==> src/rtl/mem_port_arbiter.sv <==
// mem_port_arbiter: shares one single-port memory between instruction fetch
// and the MEM stage. One access at a time, MEM wins ties. Memory-side
// outputs are registered, and every access is followed by one idle cycle.
// Fetches cancelled by PCSrc still finish on the bus but are not reported.
module mem_port_arbiter #(
  parameter int          TIMEOUT  = 64,
  parameter logic [31:0] ERR_DATA = 32'h0000_0000
) (
  input  logic        Clk,
  input  logic        Reset,
  input  logic        PCSrc,
  input  logic        IF_Req,
  input  logic [31:0] IF_Addr,
  output logic [31:0] IF_Data,
  output logic        IF_Valid,
  output logic        IF_Stall,
  input  logic        MEM_Req,
  input  logic        MEM_Write,
  input  logic [1:0]  MEM_Size,
  input  logic [31:0] MEM_Addr,
  input  logic [31:0] MEM_WData,
  output logic [31:0] MEM_RData,
  output logic        MEM_Valid,
  output logic        MEM_Stall,
  output logic        Misalign,
  output logic        Bus_Err,
  output logic        Mem_Req,
  output logic        Mem_Write,
  output logic [31:0] Mem_Addr,
  output logic [31:0] Mem_WData,
  output logic [3:0]  Mem_ByteEn,
  input  logic        Mem_Ready,
  input  logic [31:0] Mem_RData
);

  localparam int CW = $clog2(TIMEOUT + 1);

  typedef enum logic [1:0] {
    IDLE     = 2'b00,
    IF_BUSY  = 2'b01,
    MEM_BUSY = 2'b10
  } state_t;

  // Size/alignment legality of a data access.
  function automatic logic access_legal(input logic [1:0] size, input logic [1:0] a);
    logic ok;
    case (size)
      2'b00:   ok = (a == 2'b00);
      2'b01:   ok = ~a[0];
      2'b10:   ok = 1'b1;
      default: ok = 1'b0;
    endcase
    return ok;
  endfunction

  // Byte lanes touched by a store.
  function automatic logic [3:0] store_byte_en(input logic [1:0] size, input logic [1:0] a);
    logic [3:0] be;
    case (size)
      2'b00:   be = 4'b1111;
      2'b01:   be = a[1] ? 4'b1100 : 4'b0011;
      2'b10:   be = 4'b0001 << a;
      default: be = 4'b0000;
    endcase
    return be;
  endfunction

  // Store data replicated onto every lane so the byte enables pick the right one.
  function automatic logic [31:0] store_lanes(input logic [1:0] size, input logic [31:0] wd);
    logic [31:0] d;
    case (size)
      2'b00:   d = wd;
      2'b01:   d = {2{wd[15:0]}};
      2'b10:   d = {4{wd[7:0]}};
      default: d = 32'h0000_0000;
    endcase
    return d;
  endfunction

  // Selected load lane(s) moved down to bit 0, zero-extended.
  function automatic logic [31:0] load_extract(input logic [1:0] size, input logic [1:0] a,
                                               input logic [31:0] rd);
    logic [31:0] d;
    logic [31:0] sh;
    sh = rd >> {a, 3'b000};
    case (size)
      2'b00:   d = rd;
      2'b01:   d = a[1] ? {16'h0000, rd[31:16]} : {16'h0000, rd[15:0]};
      2'b10:   d = {24'h00_0000, sh[7:0]};
      default: d = 32'h0000_0000;
    endcase
    return d;
  endfunction

  state_t        state_r;
  state_t        state_next_s;
  logic [CW-1:0] tmo_cnt_r;
  logic          discard_r;
  logic          idle_gap_r;
  logic [1:0]    lat_size_r;
  logic [1:0]    lat_lo_r;

  logic          can_grant_s;
  logic          mem_start_s;
  logic          mem_bad_s;
  logic          if_take_s;
  logic          if_start_s;
  logic          if_bad_s;
  logic          busy_s;
  logic [CW-1:0] cnt_inc_s;
  logic          timeout_s;
  logic          done_s;

  logic          mem_req_next_s;
  logic          mem_write_next_s;
  logic [31:0]   mem_addr_next_s;
  logic [31:0]   mem_wdata_next_s;
  logic [3:0]    mem_byte_en_next_s;
  logic          if_valid_next_s;
  logic [31:0]   if_data_next_s;
  logic          mem_valid_next_s;
  logic [31:0]   mem_rdata_next_s;
  logic          misalign_next_s;
  logic          bus_err_next_s;
  logic          discard_next_s;
  logic [CW-1:0] tmo_cnt_next_s;
  logic          idle_gap_next_s;
  logic [1:0]    lat_size_next_s;
  logic [1:0]    lat_lo_next_s;

  // Grant decisions: only from IDLE, never in the idle cycle after an access.
  assign can_grant_s = (state_r == IDLE) && !idle_gap_r;
  assign mem_start_s = can_grant_s && MEM_Req && access_legal(MEM_Size, MEM_Addr[1:0]);
  assign mem_bad_s   = can_grant_s && MEM_Req && !access_legal(MEM_Size, MEM_Addr[1:0]);
  assign if_take_s   = can_grant_s && !MEM_Req && IF_Req && !PCSrc;
  assign if_start_s  = if_take_s && (IF_Addr[1:0] == 2'b00);
  assign if_bad_s    = if_take_s && (IF_Addr[1:0] != 2'b00);

  assign busy_s    = (state_r != IDLE);
  assign cnt_inc_s = tmo_cnt_r + CW'(1);
  assign timeout_s = busy_s && !Mem_Ready && (cnt_inc_s == CW'(TIMEOUT));
  assign done_s    = busy_s && (Mem_Ready || timeout_s);

  // A pending data access holds the front end as well.
  assign MEM_Stall = MEM_Req & ~MEM_Valid;
  assign IF_Stall  = (IF_Req & ~IF_Valid) | (MEM_Req & ~MEM_Valid);

  // State register.
  always_ff @(posedge Clk) begin
    if (Reset) begin
      state_r <= IDLE;
    end else begin
      state_r <= state_next_s;
    end
  end

  // Next-state logic.
  always_comb begin
    state_next_s = state_r;
    case (state_r)
      IDLE: begin
        if (mem_start_s) begin
          state_next_s = MEM_BUSY;
        end else if (if_start_s) begin
          state_next_s = IF_BUSY;
        end else begin
          state_next_s = IDLE;
        end
      end
      IF_BUSY, MEM_BUSY: begin
        if (done_s) begin
          state_next_s = IDLE;
        end else begin
          state_next_s = state_r;
        end
      end
      default: state_next_s = IDLE;
    endcase
  end

  // Next values of the registered outputs and bookkeeping.
  always_comb begin
    mem_req_next_s     = Mem_Req;
    mem_write_next_s   = Mem_Write;
    mem_addr_next_s    = Mem_Addr;
    mem_wdata_next_s   = Mem_WData;
    mem_byte_en_next_s = Mem_ByteEn;
    if_valid_next_s    = 1'b0;
    if_data_next_s     = IF_Data;
    mem_valid_next_s   = 1'b0;
    mem_rdata_next_s   = MEM_RData;
    misalign_next_s    = 1'b0;
    bus_err_next_s     = Bus_Err;
    discard_next_s     = discard_r;
    tmo_cnt_next_s     = tmo_cnt_r;
    idle_gap_next_s    = 1'b0;
    lat_size_next_s    = lat_size_r;
    lat_lo_next_s      = lat_lo_r;
    case (state_r)
      IDLE: begin
        if (mem_start_s) begin
          mem_req_next_s     = 1'b1;
          mem_write_next_s   = MEM_Write;
          mem_addr_next_s    = {MEM_Addr[31:2], 2'b00};
          mem_wdata_next_s   = MEM_Write ? store_lanes(MEM_Size, MEM_WData) : 32'h0000_0000;
          mem_byte_en_next_s = MEM_Write ? store_byte_en(MEM_Size, MEM_Addr[1:0]) : 4'b1111;
          lat_size_next_s    = MEM_Size;
          lat_lo_next_s      = MEM_Addr[1:0];
          tmo_cnt_next_s     = {CW{1'b0}};
          discard_next_s     = 1'b0;
        end else if (mem_bad_s) begin
          misalign_next_s  = 1'b1;
          mem_valid_next_s = 1'b1;
          mem_rdata_next_s = 32'h0000_0000;
          idle_gap_next_s  = 1'b1;
        end else if (if_start_s) begin
          mem_req_next_s     = 1'b1;
          mem_write_next_s   = 1'b0;
          mem_addr_next_s    = IF_Addr;
          mem_wdata_next_s   = 32'h0000_0000;
          mem_byte_en_next_s = 4'b1111;
          tmo_cnt_next_s     = {CW{1'b0}};
          discard_next_s     = 1'b0;
        end else if (if_bad_s) begin
          misalign_next_s = 1'b1;
          if_valid_next_s = 1'b1;
          if_data_next_s  = 32'h0000_0000;
          idle_gap_next_s = 1'b1;
        end else begin
          idle_gap_next_s = 1'b0;
        end
      end
      IF_BUSY: begin
        if (done_s) begin
          mem_req_next_s   = 1'b0;
          mem_write_next_s = 1'b0;
          idle_gap_next_s  = 1'b1;
          tmo_cnt_next_s   = {CW{1'b0}};
          discard_next_s   = 1'b0;
          bus_err_next_s   = Bus_Err | timeout_s;
          // A branch on the completing cycle cancels the result as well.
          if (!discard_r && !PCSrc) begin
            if_valid_next_s = 1'b1;
            if_data_next_s  = timeout_s ? ERR_DATA : Mem_RData;
          end else begin
            if_valid_next_s = 1'b0;
          end
        end else begin
          tmo_cnt_next_s = cnt_inc_s;
          discard_next_s = discard_r | PCSrc;
        end
      end
      MEM_BUSY: begin
        if (done_s) begin
          mem_req_next_s   = 1'b0;
          mem_write_next_s = 1'b0;
          idle_gap_next_s  = 1'b1;
          tmo_cnt_next_s   = {CW{1'b0}};
          bus_err_next_s   = Bus_Err | timeout_s;
          mem_valid_next_s = 1'b1;
          if (timeout_s) begin
            mem_rdata_next_s = ERR_DATA;
          end else if (!Mem_Write) begin
            mem_rdata_next_s = load_extract(lat_size_r, lat_lo_r, Mem_RData);
          end else begin
            mem_rdata_next_s = MEM_RData;
          end
        end else begin
          tmo_cnt_next_s = cnt_inc_s;
        end
      end
      default: begin
        mem_req_next_s   = 1'b0;
        mem_write_next_s = 1'b0;
      end
    endcase
  end

  // Output and bookkeeping registers.
  always_ff @(posedge Clk) begin
    if (Reset) begin
      Mem_Req    <= 1'b0;
      Mem_Write  <= 1'b0;
      Mem_Addr   <= 32'h0000_0000;
      Mem_WData  <= 32'h0000_0000;
      Mem_ByteEn <= 4'b0000;
      IF_Valid   <= 1'b0;
      IF_Data    <= 32'h0000_0000;
      MEM_Valid  <= 1'b0;
      MEM_RData  <= 32'h0000_0000;
      Misalign   <= 1'b0;
      Bus_Err    <= 1'b0;
      discard_r  <= 1'b0;
      tmo_cnt_r  <= {CW{1'b0}};
      idle_gap_r <= 1'b0;
      lat_size_r <= 2'b00;
      lat_lo_r   <= 2'b00;
    end else begin
      Mem_Req    <= mem_req_next_s;
      Mem_Write  <= mem_write_next_s;
      Mem_Addr   <= mem_addr_next_s;
      Mem_WData  <= mem_wdata_next_s;
      Mem_ByteEn <= mem_byte_en_next_s;
      IF_Valid   <= if_valid_next_s;
      IF_Data    <= if_data_next_s;
      MEM_Valid  <= mem_valid_next_s;
      MEM_RData  <= mem_rdata_next_s;
      Misalign   <= misalign_next_s;
      Bus_Err    <= bus_err_next_s;
      discard_r  <= discard_next_s;
      tmo_cnt_r  <= tmo_cnt_next_s;
      idle_gap_r <= idle_gap_next_s;
      lat_size_r <= lat_size_next_s;
      lat_lo_r   <= lat_lo_next_s;
    end
  end

endmodule

==> config.mk <==
export PLATFORM = sky130hd
export DESIGN_NAME = mem_port_arbiter
export DESIGN_NICKNAME = d
export VERILOG_FILES = /design/src/rtl/mem_port_arbiter.sv
export SDC_FILE = /design/constraint.sdc
export NUM_CORES = 1
export LEC_CHECK = 0
export CELL_PAD_IN_SITES_DETAIL_PLACEMENT = 1
export CELL_PAD_IN_SITES_GLOBAL_PLACEMENT = 2
export CORE_MARGIN = 3
export CORE_UTILIZATION = 25
export DETAILED_ROUTE_END_ITERATION = 10
export GPL_ROUTABILITY_DRIVEN = 0
export PLACE_DENSITY = 0.9
export REMOVE_ABC_BUFFERS = 1
export SLEW_MARGIN = 25
export SYNTH_ARGS = -nofsm -noshare
export SYNTH_HDL_FRONTEND = slang
export SYNTH_SLANG_ARGS = --single-unit
==> constraint.sdc <==
create_clock -name Clk -period 2.8 [get_ports Clk]
set_input_delay 0.42 -clock Clk [delete_from_list [all_inputs] [get_ports Clk]]
set_output_delay 0.42 -clock Clk [all_outputs]
set_load 0.02 [all_outputs]
Yosys cells after proc, flatten, opt, wreduce, memory -nomap -nowiden
Index checks and enable logic that the tools add are counted.

word-level totals
  input bits = 137
  register bits after elaboration = 153

cells by class
  reductions and logical operators = 41
  bitwise operators = 9
  equality and inequality tests = 20
  shift-type cells = 2
  add/sub/neg operators = 1
  muxes and demuxes = 66

operator list
  kind                 count
  $mux 32              19
  $pmux 32 s3          2
  $pmux 32 s2          2
  $shr 32x5->8         1
  $mux 7               4
  $mux 1               21
  $mux 4               5
  $ne 2x2->1 const B   9
  $mux 16              1
  $pmux 7 s2           1
  $logic_and 1x1->1    13
  $pmux 1 s2           6
  $pmux 4 s3           1
  $reduce_and 3->1     4
  $reduce_bool 2->1    6
  $logic_not 2->1      5
  $ne 3x3->1 const B   3
  $add 7x1->7 const B  1
  $eq 7x7->1 const B   1
  $reduce_and 7->1     1
  $eq 2x1->1 const B   3
  $eq 2x2->1 const B   3
  $logic_not 1->1      6
  $reduce_and 5->1     1
  other kinds (11)     20

Logic depth before layout (Yosys ltp)
  word-level depth = 11
  depth in mapped cells = 9

Worst setup path before layout
No wires, ideal clock.

  path type = register to register
  start = reg tmo_cnt_r[0]
  end = reg MEM_RData[27]
  cell stages (with the launch flop) = 9
  arrival time = 2.113 ns
  clock period less this slack = 2.230 ns
  slack = 0.570 ns
  required time = 2.683 ns
  path through = dfxtp_1 -> ha_1 -> nand2_1 -> or4_1 -> nand3_2 -> nand2_2 -> o41a_4 -> buf_6 -> a22o_1

on the way
  word-level cells in the longest chain between the ends = 7
  elaborated cells on any way between the ends = 11
  classes of those cells = 1 x add/sub; 3 x eq/ne; 3 x mux; 4 x reduce/logical

RTL lines
  item                               line  text
  from (decl)                        97    logic [CW-1:0] tmo_cnt_r;
  from (signal assigned)             294   tmo_cnt_r <= {CW{1'b0}};
  from (signal assigned)             311   tmo_cnt_r <= tmo_cnt_next_s;
  $add 7x1->7 (*)                    140   assign cnt_inc_s = tmo_cnt_r + CW'(1);
  $eq 7x7->1 (*)                     141   assign timeout_s = busy_s && !Mem_Ready && (cnt_inc_s == CW'(TIMEOUT));
  $logic_and 1x1->1 (*)              141
  $logic_or 1x1->1                   142   assign done_s = busy_s && (Mem_Ready || timeout_s);
  $logic_and 1x1->1                  142
  $ne 2x2->1 (no source line)        -
  $reduce_and 5->1 (no source line)  -
  to (signal assigned)               307   MEM_RData <= mem_rdata_next_s;
  to (decl)                          22    output logic [31:0] MEM_RData,

Every way passes the cells marked *; elsewhere a longest branch is shown, timed or not. The select of a mux whose other input is x is not followed.
A chain may end at the register's enable or synchronous reset.

Worst setup path after layout
  start = reg tmo_cnt_r[0]
  end = reg IF_Data[12]

on the way
  word-level cells in the longest chain between the ends = 7
  elaborated cells on any way between the ends = 11
  classes of those cells = 1 x add/sub; 2 x eq/ne; 4 x mux; 4 x reduce/logical

RTL lines
  item                                                    line      text
  $add 7x1->7 (*)                                         140
  $eq 7x7->1 (*)                                          141
  $logic_and 1x1->1 (*)                                   141
  $mux 32 / $logic_or 1x1->1 (equally long branches)      244, 142
  $mux 32 / $logic_and 1x1->1 (equally long branches)     242, 142
  $mux 32 / $ne 2x2->1 (equally long branches)            -
  $pmux 32 s2 / $reduce_and 7->1 (equally long branches)  -
  to (signal assigned)                                    305       IF_Data <= if_data_next_s;
  to (decl)                                               14        output logic [31:0] IF_Data,

Marks and branches as above.

==> metrics.txt <==
run status completed; Antenna Nets Post-Route 0; register-to-register setup slack 200 ps; via count 6758; 1st-iter DRT viols 293; max-slew violations 0; Hold Path Origin Reset; ratio of routed vias to standard cells 4.77; port buffer count 276; number of cells on the worst hold path 2; share of synthesized registers carrying an async set or reset 0%; core region area 0.0273 mm^2; Fin Hold WS 398 ps; R2R depth 8; CTS max path bufs 2; Crit Reg-Reg Startpoint tmo_cnt_r[0]$_SDFFE_PP0P_; via count of the first global-routing pass 7064; HPWL after DPL 19200 um; leakage component of the power 0.00381 uW; total wire length after detailed routing 25800 um; start point of the critical path tmo_cnt_r[0]$_SDFFE_PP0P_; portion of the post-synthesis area used by sequential elements 43.6%; cell breakdown of the critical path ha_2 > nand2_1 > or4_1 > nand3_2 > a21o_1 > a21o_2 > buf_12 > mux2i_1; cell family with most CP delay simple AND/OR/NAND/NOR gates; detail-routed net length per standard cell 18.2 um; Final setup viols 0; total congestion overflow 0; highest-delay cell along the critical path sky130_fd_sc_hd__dfxtp_1; Setup crit start kind register; gr usage total 16.8%; share of final-layout standard cells stronger than drive strength 1 6.80%; pin count of the biggest net entering global routing 57; Max Fanout on Critical Path 17; root buffer cell sky130_fd_sc_hd__clkbuf_16; Yosys cell types 52; Slew Limit Headroom 45.2%; # Post-CTS Setup Buffers 0; clock tree from TritonCTS done; most frequent cells after synthesis sky130_fd_sc_hd__dfxtp_1, sky130_fd_sc_hd__mux2i_1, sky130_fd_sc_hd__nor2_1; Worst Path Arrival 2940 ps; TritonCTS Buffers 17; first-pass iteration count of the detailed router 4; unrepaired setup endpoints after global routing no; warning count from the yosys run 0; # clock sinks 153; Clock Skews 12.2 ps; Tightest Pin Transition 822 ps; worst setup margin 203 ps; Post-Route Utilization 40.0%; sequential standard cell area 0.00306 mm^2; period utilisation layout 92.8%; VDD IR max 0.000241 V; Most used DFF post-synth sky130_fd_sc_hd__dfxtp_1; total design power 5640 uW; Ports 277; synthesis-stage register bit count 153; Hold Path End Mem_WData[31]$_SDFFE_PP0P_; total power per unit cell area 517 mW/mm^2; total area of multi-input combinational cells 0.00366 mm^2; required time at the worst-slack endpoint 3140 ps; post-synthesis instance area 0.00702 mm^2; clock-pin slew of the registers on the worst-case setup and hold paths 70 ps; # H-tree levels 4; initial core utilization 25.8%; Placed Cells incl. Taps 1385; clock latency on the worst-skew pair 420 ps; number of cells in the finished layout apart from fillers 1417; Final Hold Vio Count 0; Area growth, synth to finish 55.4%; largest area contributor in the synthesized netlist sky130_fd_sc_hd__dfxtp_1; fill cell total of the finished layout 3098; worst flop-to-flop path endpoint IF_Data[12]$_SDFFE_PP0P_; synthesized area divided by synthesized cell count 9.06 um^2; total number of nets in the final design 1175; die height 174 um; die boundary width 174 um; remaining routing DRC violations 0; Die Footprint 0.0301 mm^2; number of instances in the synthesized netlist 775; area share of the leading cell type in the synthesized netlist 43.6%; Hold/Removal Path Class input pin to register; hold buffer count at CTS 0; critical path class register to register; Critical path buffers and inverters 1; global-route wire length before repair 40700 um; number of max-cap violations 0; Synth area leaders sky130_fd_sc_hd__dfxtp_1, sky130_fd_sc_hd__mux2i_1, sky130_fd_sc_hd__nor2_1; Final Critical Period 2600 ps; most frequently used cell type in the post-synthesis netlist sky130_fd_sc_hd__dfxtp_1; antenna violations before repair 1; post-place setup slack 150 ps; delay of the slowest cell on the worst path 520 ps; Row Count 60; Post-synth EDFFs 0; maximum clock frequency 385 MHz; endpoint kind of the worst setup timing path register
-- routing by layer --
layer | wire (um) | vias up | global-route usage, % | share of wire (%)
met1 | 11200 | 3256 | 20.2 | 43
li1 | - | 3298 | - | -
met5 | 0 | - | 0 | 0
met4 | 493 | 0 | 4.93 | 1.9
met3 | 1470 | 26 | 4.75 | 5.7
met2 | 12700 | 178 | 29.0 | 49
-- sequential cells by signal, summed over array words and instances, names as in the netlist, 2 cells and up --
signal	cells
Mem_Addr	32
tmo_cnt_r	7
state_r	2
IF_Data	32
lat_size_r	2
Mem_ByteEn	4
lat_lo_r	2
MEM_RData	32
Mem_WData	32
-- what timing repair did --
item / 4_1_cts / 5_1_grt
resized for setup: 0 / 2
hold endpoints to repair: 0 / 0
endpoints found under the setup margin: 0 / 4
-- cell type report --
type	instances	share of cell area, %
Sequential cell	153	28.1
Clock buffer	20	4.19
Tap cell	372	4.27
Antenna cell	1	0.0229
Timing Repair Buffer	302	28.0
Clock inverter	11	1.25
Inverter	17	0.585
Multi-Input combinational cell	541	33.6
-- placed cells by master, fill, tap and decap left out, types with 3 or more instances in the layout --
| master | count |
|---|---|
| sky130_fd_sc_hd__nand4_1 | 4 |
| sky130_fd_sc_hd__nor4_1 | 3 |
| sky130_fd_sc_hd__a22o_1 | 16 |
| sky130_fd_sc_hd__and3_1 | 4 |
| sky130_fd_sc_hd__inv_1 | 17 |
| sky130_fd_sc_hd__mux2i_1 | 98 |
| sky130_fd_sc_hd__or4_1 | 4 |
| sky130_fd_sc_hd__inv_6 | 4 |
| sky130_fd_sc_hd__dfxtp_1 | 153 |
| sky130_fd_sc_hd__o21a_1 | 6 |
| sky130_fd_sc_hd__nor3_1 | 7 |
| sky130_fd_sc_hd__a21oi_1 | 16 |
| sky130_fd_sc_hd__nor2_1 | 91 |
| sky130_fd_sc_hd__a221oi_1 | 8 |
| sky130_fd_sc_hd__nand3b_1 | 4 |
| sky130_fd_sc_hd__nand3_1 | 5 |
| sky130_fd_sc_hd__nor2b_1 | 8 |
| sky130_fd_sc_hd__nor3b_1 | 4 |
| sky130_fd_sc_hd__a21boi_0 | 3 |
| sky130_fd_sc_hd__nand2_1 | 59 |
| sky130_fd_sc_hd__clkbuf_16 | 17 |
| sky130_fd_sc_hd__a22oi_1 | 33 |
| sky130_fd_sc_hd__ha_1 | 5 |
| sky130_fd_sc_hd__clkdlybuf4s50_1 | 275 |
| sky130_fd_sc_hd__o21ai_0 | 34 |
| sky130_fd_sc_hd__a211oi_1 | 38 |
| sky130_fd_sc_hd__buf_12 | 8 |
| sky130_fd_sc_hd__a31oi_1 | 8 |
| sky130_fd_sc_hd__a21o_1 | 3 |
| sky130_fd_sc_hd__nand2b_1 | 35 |
| sky130_fd_sc_hd__buf_4 | 19 |
| sky130_fd_sc_hd__clkinv_4 | 3 |
| sky130_fd_sc_hd__o2bb2ai_1 | 16 |
-- worst register-to-register path, stage by stage, from the launching register on --
cell,delay (ps)
sky130_fd_sc_hd__dfxtp_1,520
sky130_fd_sc_hd__ha_2,320
sky130_fd_sc_hd__nand2_1,70
sky130_fd_sc_hd__or4_1,430
sky130_fd_sc_hd__nand3_2,160
sky130_fd_sc_hd__a21o_1,270
sky130_fd_sc_hd__a21o_2,310
sky130_fd_sc_hd__buf_12,220
sky130_fd_sc_hd__mux2i_1,240
-- per-stage QoR --
stage	setup TNS (ps)	cell area (um^2)
floorplan	-89600	6730
CTS	0	10900
detailed placement	0	10300
global placement	0	10300
global route	0	10900
finish	0	10900
-- how the worst max path moves through the flow --
stage | cells past startpoint | end | slack [ps]
3_3_place_gp | 7 | MEM_RData[27]$_SDFFE_PP0P_ | 230
5_1_grt | 8 | IF_Data[12]$_SDFFE_PP0P_ | 40
3_5_place_dp | 7 | MEM_RData[29]$_SDFFE_PP0P_ | 150
4_1_cts | 8 | IF_Data[12]$_SDFFE_PP0P_ | 150
6_report | 8 | IF_Data[12]$_SDFFE_PP0P_ | 200
2_1_floorplan | 7 | tmo_cnt_r[2]$_SDFFE_PP0P_ | -1730
-- cell families after synthesis --
kind of cell / after synthesis / share of synthesized area (%)
buffers and inverters: 81 / 4.97
flip-flops: 153 / 43.6
adder cells (fa/ha/maj): 6 / 1.07
AO/OA/AOI/OAI: 196 / 20.0
multiplexers: 98 / 14.0
AND/OR/NAND/NOR: 241 / 16.3
-- power breakdown --
group	total [uW]	switching, uW	internal [uW]
Sequential	2290	44.1	2250
Clock	2370	998	1370
Combinational	971	489	482
Total	5640	1530	4110
No activity file was read; power rests on OpenSTA's default activity.
